## config.mk

```make
export PLATFORM = sky130hd
export DESIGN_NAME = maxpool_2x2_flat
export DESIGN_NICKNAME = d
export VERILOG_FILES = /design/src/rtl/maxpool_2x2_if.sv /design/src/rtl/maxpool_2x2.sv /design/src/flat_wrapper.sv
export SDC_FILE = /design/constraint.sdc
export NUM_CORES = 2
export LEC_CHECK = 0
export BUFFER_PORTS_ARGS = -buffer_cell sky130_fd_sc_hd__buf_4
export CAP_MARGIN = 5
export CORE_AREA = 2 2 509 511
export DETAILED_ROUTE_END_ITERATION = 8
export DIE_AREA = 0 0 511 513
export HOLD_SLACK_MARGIN = 0.12
export PLACE_DENSITY = 0.55
export SLEW_MARGIN = 20
export SYNTH_ARGS = -nofsm -noshare
export SYNTH_HDL_FRONTEND = slang
export SYNTH_SLANG_ARGS = --single-unit
```

## constraint.sdc

```tcl
create_clock -name clk -period 8.1 [get_ports clk]
set_clock_uncertainty 0.05 [all_clocks]
set_input_delay 0.81 -clock clk [delete_from_list [all_inputs] [get_ports clk]]
set_output_delay 0.81 -clock clk [all_outputs]
set_load 0.05 [all_outputs]
```

## src/rtl/maxpool_2x2_if.sv

```systemverilog
// Pixel stream into, and pooled pixel stream out of, the 2x2 max-pool stage.
// Latency: none (wiring only).
// Backpressure: none; the stage accepts every valid pixel, the consumer must take every pooled pixel.
interface maxpool_2x2_if #(
  parameter int WORD_SIZE = 8
);
  logic [WORD_SIZE-1:0] inputPixel;
  logic                 inputValid;
  logic                 startOfFrame;
  logic [WORD_SIZE-1:0] outputPixel;
  logic                 outputValid;
  logic                 frameDone;

  // Producer side: convolution stage feeding pixels, observing pooled output.
  modport master (
    output inputPixel, inputValid, startOfFrame,
    input  outputPixel, outputValid, frameDone
  );

  // Pooling stage side.
  modport slave (
    input  inputPixel, inputValid, startOfFrame,
    output outputPixel, outputValid, frameDone
  );
endinterface

```

## src/rtl/maxpool_2x2.sv

```systemverilog
// Streaming 2x2 / stride-2 max-pool over a raster-order pixel stream, one half-width row of partial maxima buffered.
// Latency: pooled pixel appears 1 clock after the edge accepting the window's bottom-right pixel.
// Backpressure: none; every valid pixel is consumed, idle cycles freeze all state.
module maxpool_2x2 #(
  parameter int WORD_SIZE    = 8,
  parameter int ROW_SIZE     = 540,
  parameter int IMAGE_HEIGHT = 360
) (
  input logic          clk,
  input logic          rst,
  maxpool_2x2_if.slave bus
);

  localparam int COL_W  = (ROW_SIZE > 1) ? $clog2(ROW_SIZE) : 1;
  localparam int ROW_W  = (IMAGE_HEIGHT > 1) ? $clog2(IMAGE_HEIGHT) : 1;
  localparam int HALF_W = ROW_SIZE / 2;
  localparam int LB_AW  = (HALF_W > 1) ? $clog2(HALF_W + 1) : 1;

  localparam logic [COL_W-1:0] COL_LAST     = COL_W'(ROW_SIZE - 1);
  localparam logic [ROW_W-1:0] ROW_LAST     = ROW_W'(IMAGE_HEIGHT - 1);
  localparam logic [COL_W-1:0] WIN_COL_LAST = COL_W'(2 * HALF_W - 1);
  localparam logic [ROW_W-1:0] WIN_ROW_LAST = ROW_W'(2 * (IMAGE_HEIGHT / 2) - 1);
  localparam bit               ODD_COLS     = (ROW_SIZE % 2) != 0;

  // Position of the pixel currently in flight, hold register and line buffer.
  logic [COL_W-1:0]     col;
  logic [ROW_W-1:0]     row;
  logic [WORD_SIZE-1:0] hreg;
  logic [WORD_SIZE-1:0] lbuf [HALF_W];

  // Registered output stage.
  logic [WORD_SIZE-1:0] out_pixel;
  logic                 out_valid;
  logic                 frame_done;

  // Combinational decode of the accepted pixel.
  logic                 accept;
  logic [COL_W-1:0]     cur_col;
  logic [ROW_W-1:0]     cur_row;
  logic                 at_col_last;
  logic                 at_row_last;
  logic                 col_odd;
  logic                 row_odd;
  logic                 skip_col;
  logic [LB_AW-1:0]     lb_idx;
  logic [WORD_SIZE-1:0] lb_rd;
  logic [WORD_SIZE-1:0] pair_max;
  logic [WORD_SIZE-1:0] win_max;
  logic                 hreg_we;
  logic                 lbuf_we;
  logic                 emit;
  logic                 emit_last;

  // Decode where this pixel sits; startOfFrame pins it to (0,0) whatever the counters say.
  always_comb begin
    accept      = bus.inputValid;
    cur_col     = (bus.inputValid && bus.startOfFrame) ? '0 : col;
    cur_row     = (bus.inputValid && bus.startOfFrame) ? '0 : row;
    at_col_last = (cur_col == COL_LAST);
    at_row_last = (cur_row == ROW_LAST);
    col_odd     = cur_col[0];
    row_odd     = cur_row[0];
    // With an odd row width the final even column has no partner and is dropped.
    skip_col    = ODD_COLS && at_col_last;
    lb_idx      = LB_AW'(cur_col >> 1);
    lb_rd       = lbuf[lb_idx];
    pair_max    = (hreg > bus.inputPixel) ? hreg : bus.inputPixel;
    win_max     = (lb_rd > pair_max) ? lb_rd : pair_max;
    hreg_we     = accept && !col_odd && !skip_col;
    lbuf_we     = accept && !row_odd && col_odd;
    // An odd row index is always inside a full window row; a trailing odd-height row has an even index.
    emit        = accept && row_odd && col_odd;
    emit_last   = emit && (cur_row == WIN_ROW_LAST) && (cur_col == WIN_COL_LAST);
  end

  // Column/row counters advance only on accepted pixels and wrap at frame end.
  always_ff @(posedge clk or posedge rst) begin
    if (rst) begin
      col <= '0;
      row <= '0;
    end else if (accept) begin
      if (at_col_last) begin
        col <= '0;
        row <= at_row_last ? '0 : cur_row + ROW_W'(1);
      end else begin
        col <= cur_col + COL_W'(1);
        row <= cur_row;
      end
    end
  end

  // Hold the left pixel of each horizontal pair.
  always_ff @(posedge clk or posedge rst) begin
    if (rst) begin
      hreg <= '0;
    end else if (hreg_we) begin
      hreg <= bus.inputPixel;
    end
  end

  // Even rows park their pair maxima; each entry is rewritten before the odd row reads it, so no reset.
  always_ff @(posedge clk) begin
    if (lbuf_we) begin
      lbuf[lb_idx] <= pair_max;
    end
  end

  // Output register: pooled value and pulses for one cycle per completed window.
  always_ff @(posedge clk or posedge rst) begin
    if (rst) begin
      out_pixel  <= '0;
      out_valid  <= 1'b0;
      frame_done <= 1'b0;
    end else begin
      out_valid  <= emit;
      frame_done <= emit_last;
      if (emit) begin
        out_pixel <= win_max;
      end
    end
  end

  assign bus.outputPixel = out_pixel;
  assign bus.outputValid = out_valid;
  assign bus.frameDone   = frame_done;

endmodule
```

## src/flat_wrapper.sv

```systemverilog
// flat-port wrapper written by rule: the top's interface ports become plain ports
module maxpool_2x2_flat 
#(
  parameter int WORD_SIZE    = 8,
  parameter int ROW_SIZE     = 540,
  parameter int IMAGE_HEIGHT = 360
)
  (clk, rst, bus_inputPixel, bus_inputValid, bus_startOfFrame, bus_outputPixel, bus_outputValid, bus_frameDone);
  maxpool_2x2_if #(.WORD_SIZE(WORD_SIZE)) bus_i ();
  input logic clk;
  input logic rst;
  input wire logic [$bits(bus_i.inputPixel)-1:0] bus_inputPixel;
  input wire logic [$bits(bus_i.inputValid)-1:0] bus_inputValid;
  input wire logic [$bits(bus_i.startOfFrame)-1:0] bus_startOfFrame;
  output wire logic [$bits(bus_i.outputPixel)-1:0] bus_outputPixel;
  output wire logic [$bits(bus_i.outputValid)-1:0] bus_outputValid;
  output wire logic [$bits(bus_i.frameDone)-1:0] bus_frameDone;
  assign bus_i.inputPixel = bus_inputPixel;
  assign bus_i.inputValid = bus_inputValid;
  assign bus_i.startOfFrame = bus_startOfFrame;
  assign bus_outputPixel = bus_i.outputPixel;
  assign bus_outputValid = bus_i.outputValid;
  assign bus_frameDone = bus_i.frameDone;
  maxpool_2x2 #(.WORD_SIZE(WORD_SIZE), .ROW_SIZE(ROW_SIZE), .IMAGE_HEIGHT(IMAGE_HEIGHT)) u_core (.clk(clk), .rst(rst), .bus(bus_i));
endmodule
```

* Word-level counts from Yosys, hierarchy flattened
Memories as Yosys holds them, arrays and structs flattened.
Index checks and enable logic that the tools add are counted.
** Cells by class
- $add $sub $neg :: 2
- $lt $le $gt $ge :: 2
- Equal/unequal tests :: 2
- Multiplexer cells :: 9
- Reduce and logical (&&, ||, !) cells :: 10
** Operator list (number)
- two-way mux 9 bit :: 3
- two-way mux 10 bit :: 2
- greater-than comparator 8 bit :: 2
- two-way mux 8 bit :: 2
- adder 10 x 1 -> 10 bit, second input constant :: 1
- == test 10 bit, second input constant :: 1
- adder 9 x 1 -> 9 bit, second input constant :: 1
- == test 9 bit, second input constant :: 1
- logical AND 1 bit :: 8
- logical NOT 1 bit :: 2
- two-way mux 1 bit :: 2
** Storage, ports and cells
- Register bits :: 37
- Memory bits (writable) :: 2160
- Input bits :: 12
- Logic and storage cells :: 32
- Memories kept :: 1
** Memories
- u_core.lbuf :: depth 270, width 8, rd ports 1, clocked after Yosys merged registers in 0, wr ports 1, line maxpool_2x2.sv:29 : logic [WORD_SIZE-1:0] lbuf [HALF_W];

* Logic depth before layout (Yosys ltp)
- Word-level depth :: 7
- Gate-level depth with buffers :: 24

* Least setup slack after synthesis
OpenSTA, ideal clock, no wires.
- Path kind :: input port to flip-flop
- Start point :: in bus_inputPixel[1]
- End point :: mem u_core.lbuf[0][5], data pin
- Data arrival time :: 5385 ps
- Setup slack :: 1865 ps
- Cell stages on the path :: 11
- Path through :: inv_1 > ha_1 > nor2b_1 > o21a_1 > o21a_1 > o21a_1 > o21bai_1 > a22o_1 > clkbuf_1 > mux2i_1 > inv_1
** Between the ends
- Longest elaborated chain between the ends :: 2
** Ends and longest elaborated chain
- start: declaration :: line flat_wrapper.sv:12 : input wire logic [$bits(bus_i.inputPixel)-1:0] bus_inputPixel;
- greater-than comparator 8 bit :: line maxpool_2x2.sv:67 : pair_max = (hreg > bus.inputPixel) ? hreg : bus.inputPixel;
- two-way mux 8 bit :: line maxpool_2x2.sv:67
- named net u_core.pair_max[5] :: line maxpool_2x2.sv:47 : logic [WORD_SIZE-1:0] pair_max;
- end: declaration :: line maxpool_2x2.sv:29
The timed path passes the listed nets, and every way through them passes these cells.

* Final worst setup path
- Start point :: reg u_core.col[2]
- End point :: reg u_core.out_pixel[6], in the netlist u_core.bus.outputPixel[6]
** Between the ends
- Longest elaborated chain between the ends :: 4
** Ends and longest elaborated chain
- start: declaration :: line maxpool_2x2.sv:26 : logic [COL_W-1:0] col;
- start signal: assignment :: line maxpool_2x2.sv:86 : col <= cur_col + COL_W'(1);
- two-way mux 10 bit (*) :: line maxpool_2x2.sv:57 : cur_col = (bus.inputValid && bus.startOfFrame) ? '0 : col;
- memory read (270 x 8 bit) (*)
- greater-than comparator 8 bit :: line maxpool_2x2.sv:68 : win_max = (lb_rd > pair_max) ? lb_rd : pair_max;
- two-way mux 8 bit (*) :: line maxpool_2x2.sv:68
- end signal: assignment :: line maxpool_2x2.sv:118 : out_pixel <= win_max;
- end: declaration :: line maxpool_2x2.sv:32 : logic [WORD_SIZE-1:0] out_pixel;
Every way passes the cells marked *; elsewhere a longest branch is shown, timed or not.
A chain may end at the register's enable or synchronous reset.

==> results.sh <==
export IMPL_status="finished, final reports clean"
export IMPL_synth_top_area_share_pct=72.5
export IMPL_cap_violations=0
export IMPL_yosys_warnings=0
export IMPL_routedWlPerCell_um=33.5
export IMPL_fin_util_pct=39.3
export IMPL_drive_gt1_share_pct=13.9
export IMPL_viasPerCell=6.11
export IMPL_dpl_cell_area_sq_um=93600
export IMPL_met1_usage_pct=31.7
export IMPL_track_usage_pct=23.7
export IMPL_cts_sinks=2197
export IMPL_startpoint="u_core.col[2]"
export IMPL_place_port_buffers=21
export IMPL_numCtsBuffers=225
export IMPL_tightest_slew_ns=1.30
export IMPL_finalCriticalPeriod_ns=6.71
export IMPL_insertion_delay_ns=0.89
export IMPL_synth_flop_cell="edfxtp_1"
export IMPL_overflow=0
export IMPL_hold_viol=0
export IMPL_critical_path_max_fanout=99
export IMPL_synth_most_common_cell="edfxtp_1"
export IMPL_grt_pass1_vias=54700
export IMPL_cts_root_buffer="clkbuf_16"
export IMPL_async_flop_share_pct=1.68
export IMPL_yosysSeqAreaShare_pct=73.6
export IMPL_arrival_ns=7.41
export IMPL_synth_area_sq_um=89400
export IMPL_post_place_ws_ns=1.46
export IMPL_hpwl_um=192000
export IMPL_drtAntennaViolNets=0
export IMPL_post_route_period_util_pct=82.9
export IMPL_tritoncts="built"
export IMPL_use_met3_pct=6.13
export IMPL_syn2layout_area_growth_pct=12.7
export IMPL_grt_met2_usage_pct=35.8
export IMPL_critPathKind="reg -> reg"
export IMPL_endpoint_kind="flip-flop"
export IMPL_synthTopCellsByCount="edfxtp_1, nor2_1, a21oi_1"
export IMPL_wirelength_um=320000
export IMPL_cp_start_kind="flip-flop"
export IMPL_die_h_um=513
export IMPL_grt_busiest_layer="met2"
export IMPL_endpoint="u_core.bus.outputPixel[6]"
export IMPL_p_leak_nw=31.2
export IMPL_fmax_mhz=149
export IMPL_fin_tns_setup_ns=0
export IMPL_r2r_end="u_core.bus.outputPixel[6]"
export IMPL_core_area_sq_um=256000
export IMPL_rr_startpoint="u_core.col[2]"
export IMPL_grt_pass1_wl_um=443000
export IMPL_slew_violations=0
export IMPL_postLayoutCellArea_sq_um=101000
export IMPL_cp_slowest_cell="a221oi_1"
export IMPL_rsz0062_at_grt="false"
export IMPL_ys_seq_elements=2197
export IMPL_fillers=23500
export IMPL_num_rows=186
export IMPL_htree_levels=4
export IMPL_die_area_sq_um=262000
export IMPL_critPathMaxStageDelay_ns=0.96
export IMPL_die_x_um=511
export IMPL_initial_core_util_pct=34.9
export IMPL_cp_required_ns=8.80
export IMPL_synth_top_cells_by_area="edfxtp_1, mux2i_1, nor2_1, o22ai_1, a21oi_1"
export IMPL_syn_num_nets=6014
export IMPL_peakVddDrop_mv=0.226
export IMPL_drt_iter0_drc=8686
export IMPL_vias=58300
export IMPL_syn_inst=5984
export IMPL_path_cells="buf_12, buf_4, mux2i_1, a221oi_1, or2_2, o21ai_0, a31oi_1, a221oi_1, ha_1, nor2b_1, o21a_1, o21a_1, o21ai_0, a21oi_1, o31a_1, nand2_1, nor3_1, a221o_1"
export IMPL_yosys_cell_types_count=83
export IMPL_r2r_worst_path_cells=18
export IMPL_drt_pre_antenna_iters=6
export IMPL_cts_clk_slew_worst_paths_ns=0.06
export IMPL_gp_congestion=0.936
export IMPL_r2r_setup_slack_ns=1.39
export IMPL_synth_edf_count=2160
export IMPL_io_pins=22
export IMPL_antenna_found_initial=10
export IMPL_drt_drc_violations_left=0
export IMPL_synth_avg_cell_area_sq_um=14.9
export IMPL_setup_ws_ns=1.39
export IMPL_powerDensity_nw_per_um2=320
export IMPL_nets=5984
export IMPL_grt_max_degree=167
export IMPL_slew_headroom_pct=13.5
export IMPL_clk_path_buf_depth=3
export IMPL_setup_viol=0
export IMPL_synth_area_leader_cell="edfxtp_1"
export IMPL_worstHoldPathType="in -> reg"
flip-flops by register name, indices dropped and copies added (netlist names):
signal,count
u_core.bus.outputValid,1
u_core.bus.frameDone,1
u_core.row,9
u_core.bus.outputPixel,8
u_core.col,10
u_core.hreg,8
u_core.lbuf,2160
timing repair:
action	4_1_cts	5_1_grt
gates resized for setup	0	0
hold buffers	2	0
setup buffers	0	0
hold endpoints to repair	38	0
routing by layer:
layer / part of all wire [%] / routed length (um) / up-vias
met3: 11 / 36500 / 749
met1: 39 / 124000 / 30100
li1: - / - / 23700
met4: 5.3 / 17000 / 14
met5: 0.024 / 76 / -
met2: 44 / 142000 / 3735
kinds of logic after synthesis:
family          synth area share (%)
buf+inv                         2.67
compound gates                  12.4
simple gates                    6.03
flops                           73.6
mux                             5.05
fa+ha+maj                      0.252
per-stage QoR:
step	power, mW	hold WS (ns)	instances
6_report	32.3	0.194	9530
5_1_grt	33.0	0.179	9527
4_1_cts	32.2	0.141	9525
3_5_place_dp	22.1	0.460	9109
3_3_place_gp	22.0	0.439	9109
2_1_floorplan	18.5	0.405	5984
worst min-delay path by stage:
stage	cells past startpoint	from	slack (ns)	endpoint
floorplan	2	u_core.row[1]	0.40	u_core.row[1]
global placement	2	u_core.row[1]	0.44	u_core.row[1]
global route	3	bus_inputPixel[6]	0.18	u_core.hreg[6]
CTS	3	bus_inputPixel[6]	0.14	u_core.hreg[6]
detailed placement	2	u_core.hreg[4]	0.46	u_core.hreg[4]
finish	3	bus_inputPixel[6]	0.19	u_core.hreg[6]
critical path, delay by kind of cell (launching register included):
| family | cells | cell delay, ns |
|---|---|---|
| muxes | 1 | 0.37 |
| and+or+nand+nor | 4 | 0.55 |
| DFF | 1 | 0.90 |
| AOI/OAI and AO/OA | 10 | 3.11 |
| buffers and inverters | 2 | 1.17 |
| adders and majority gates | 1 | 0.30 |
cells in the final DEF, fill, tap and decap left out, types with 31 or more instances in the layout:
| master | netlist | layout |
|---|---|---|
| nor3_1 | 34 | 31 |
| nand2b_1 | 32 | 32 |
| nand2_1 | 276 | 265 |
| mux2_2 | 83 | 81 |
| o221ai_1 | 152 | 152 |
| o22ai_1 | 336 | 336 |
| dfrtp_1 | 37 | 32 |
| clkinv_2 | 0 | 51 |
| a31oi_1 | 39 | 39 |
| clkinv_1 | 1 | 54 |
| clkbuf_16 | 0 | 226 |
| or2_2 | 128 | 128 |
| o21ai_0 | 192 | 190 |
| clkbuf_1 | 125 | 42 |
| o211ai_1 | 208 | 208 |
| buf_4 | 51 | 179 |
| mux4_2 | 44 | 44 |
| a21oi_1 | 372 | 371 |
| mux2i_1 | 259 | 259 |
| a221oi_1 | 43 | 43 |
| edfxtp_1 | 2160 | 2160 |
| nand3_1 | 49 | 49 |
| nor2_1 | 621 | 612 |
| a22oi_1 | 51 | 51 |
cell type report:
class	count	area (sq um)	share of cell area [%]
clock inverters	146	1360	1.35
well taps	3384	4230	4.20
flip-flops and latches	2197	65800	65.3
inverters	32	183	0.181
clock buffers	268	5810	5.77
diodes	5	12.5	0.0124
repair buffers	208	1900	1.88
multi-input cells	3290	21500	21.3
report_power, final:
part	internal (mW)	switching (mW)	total, mW
sequential	13.3	0.163	13.5
clock	5.72	4.51	10.2
combinational	2.27	6.30	8.57
Power figures use the tool's default switching activity.
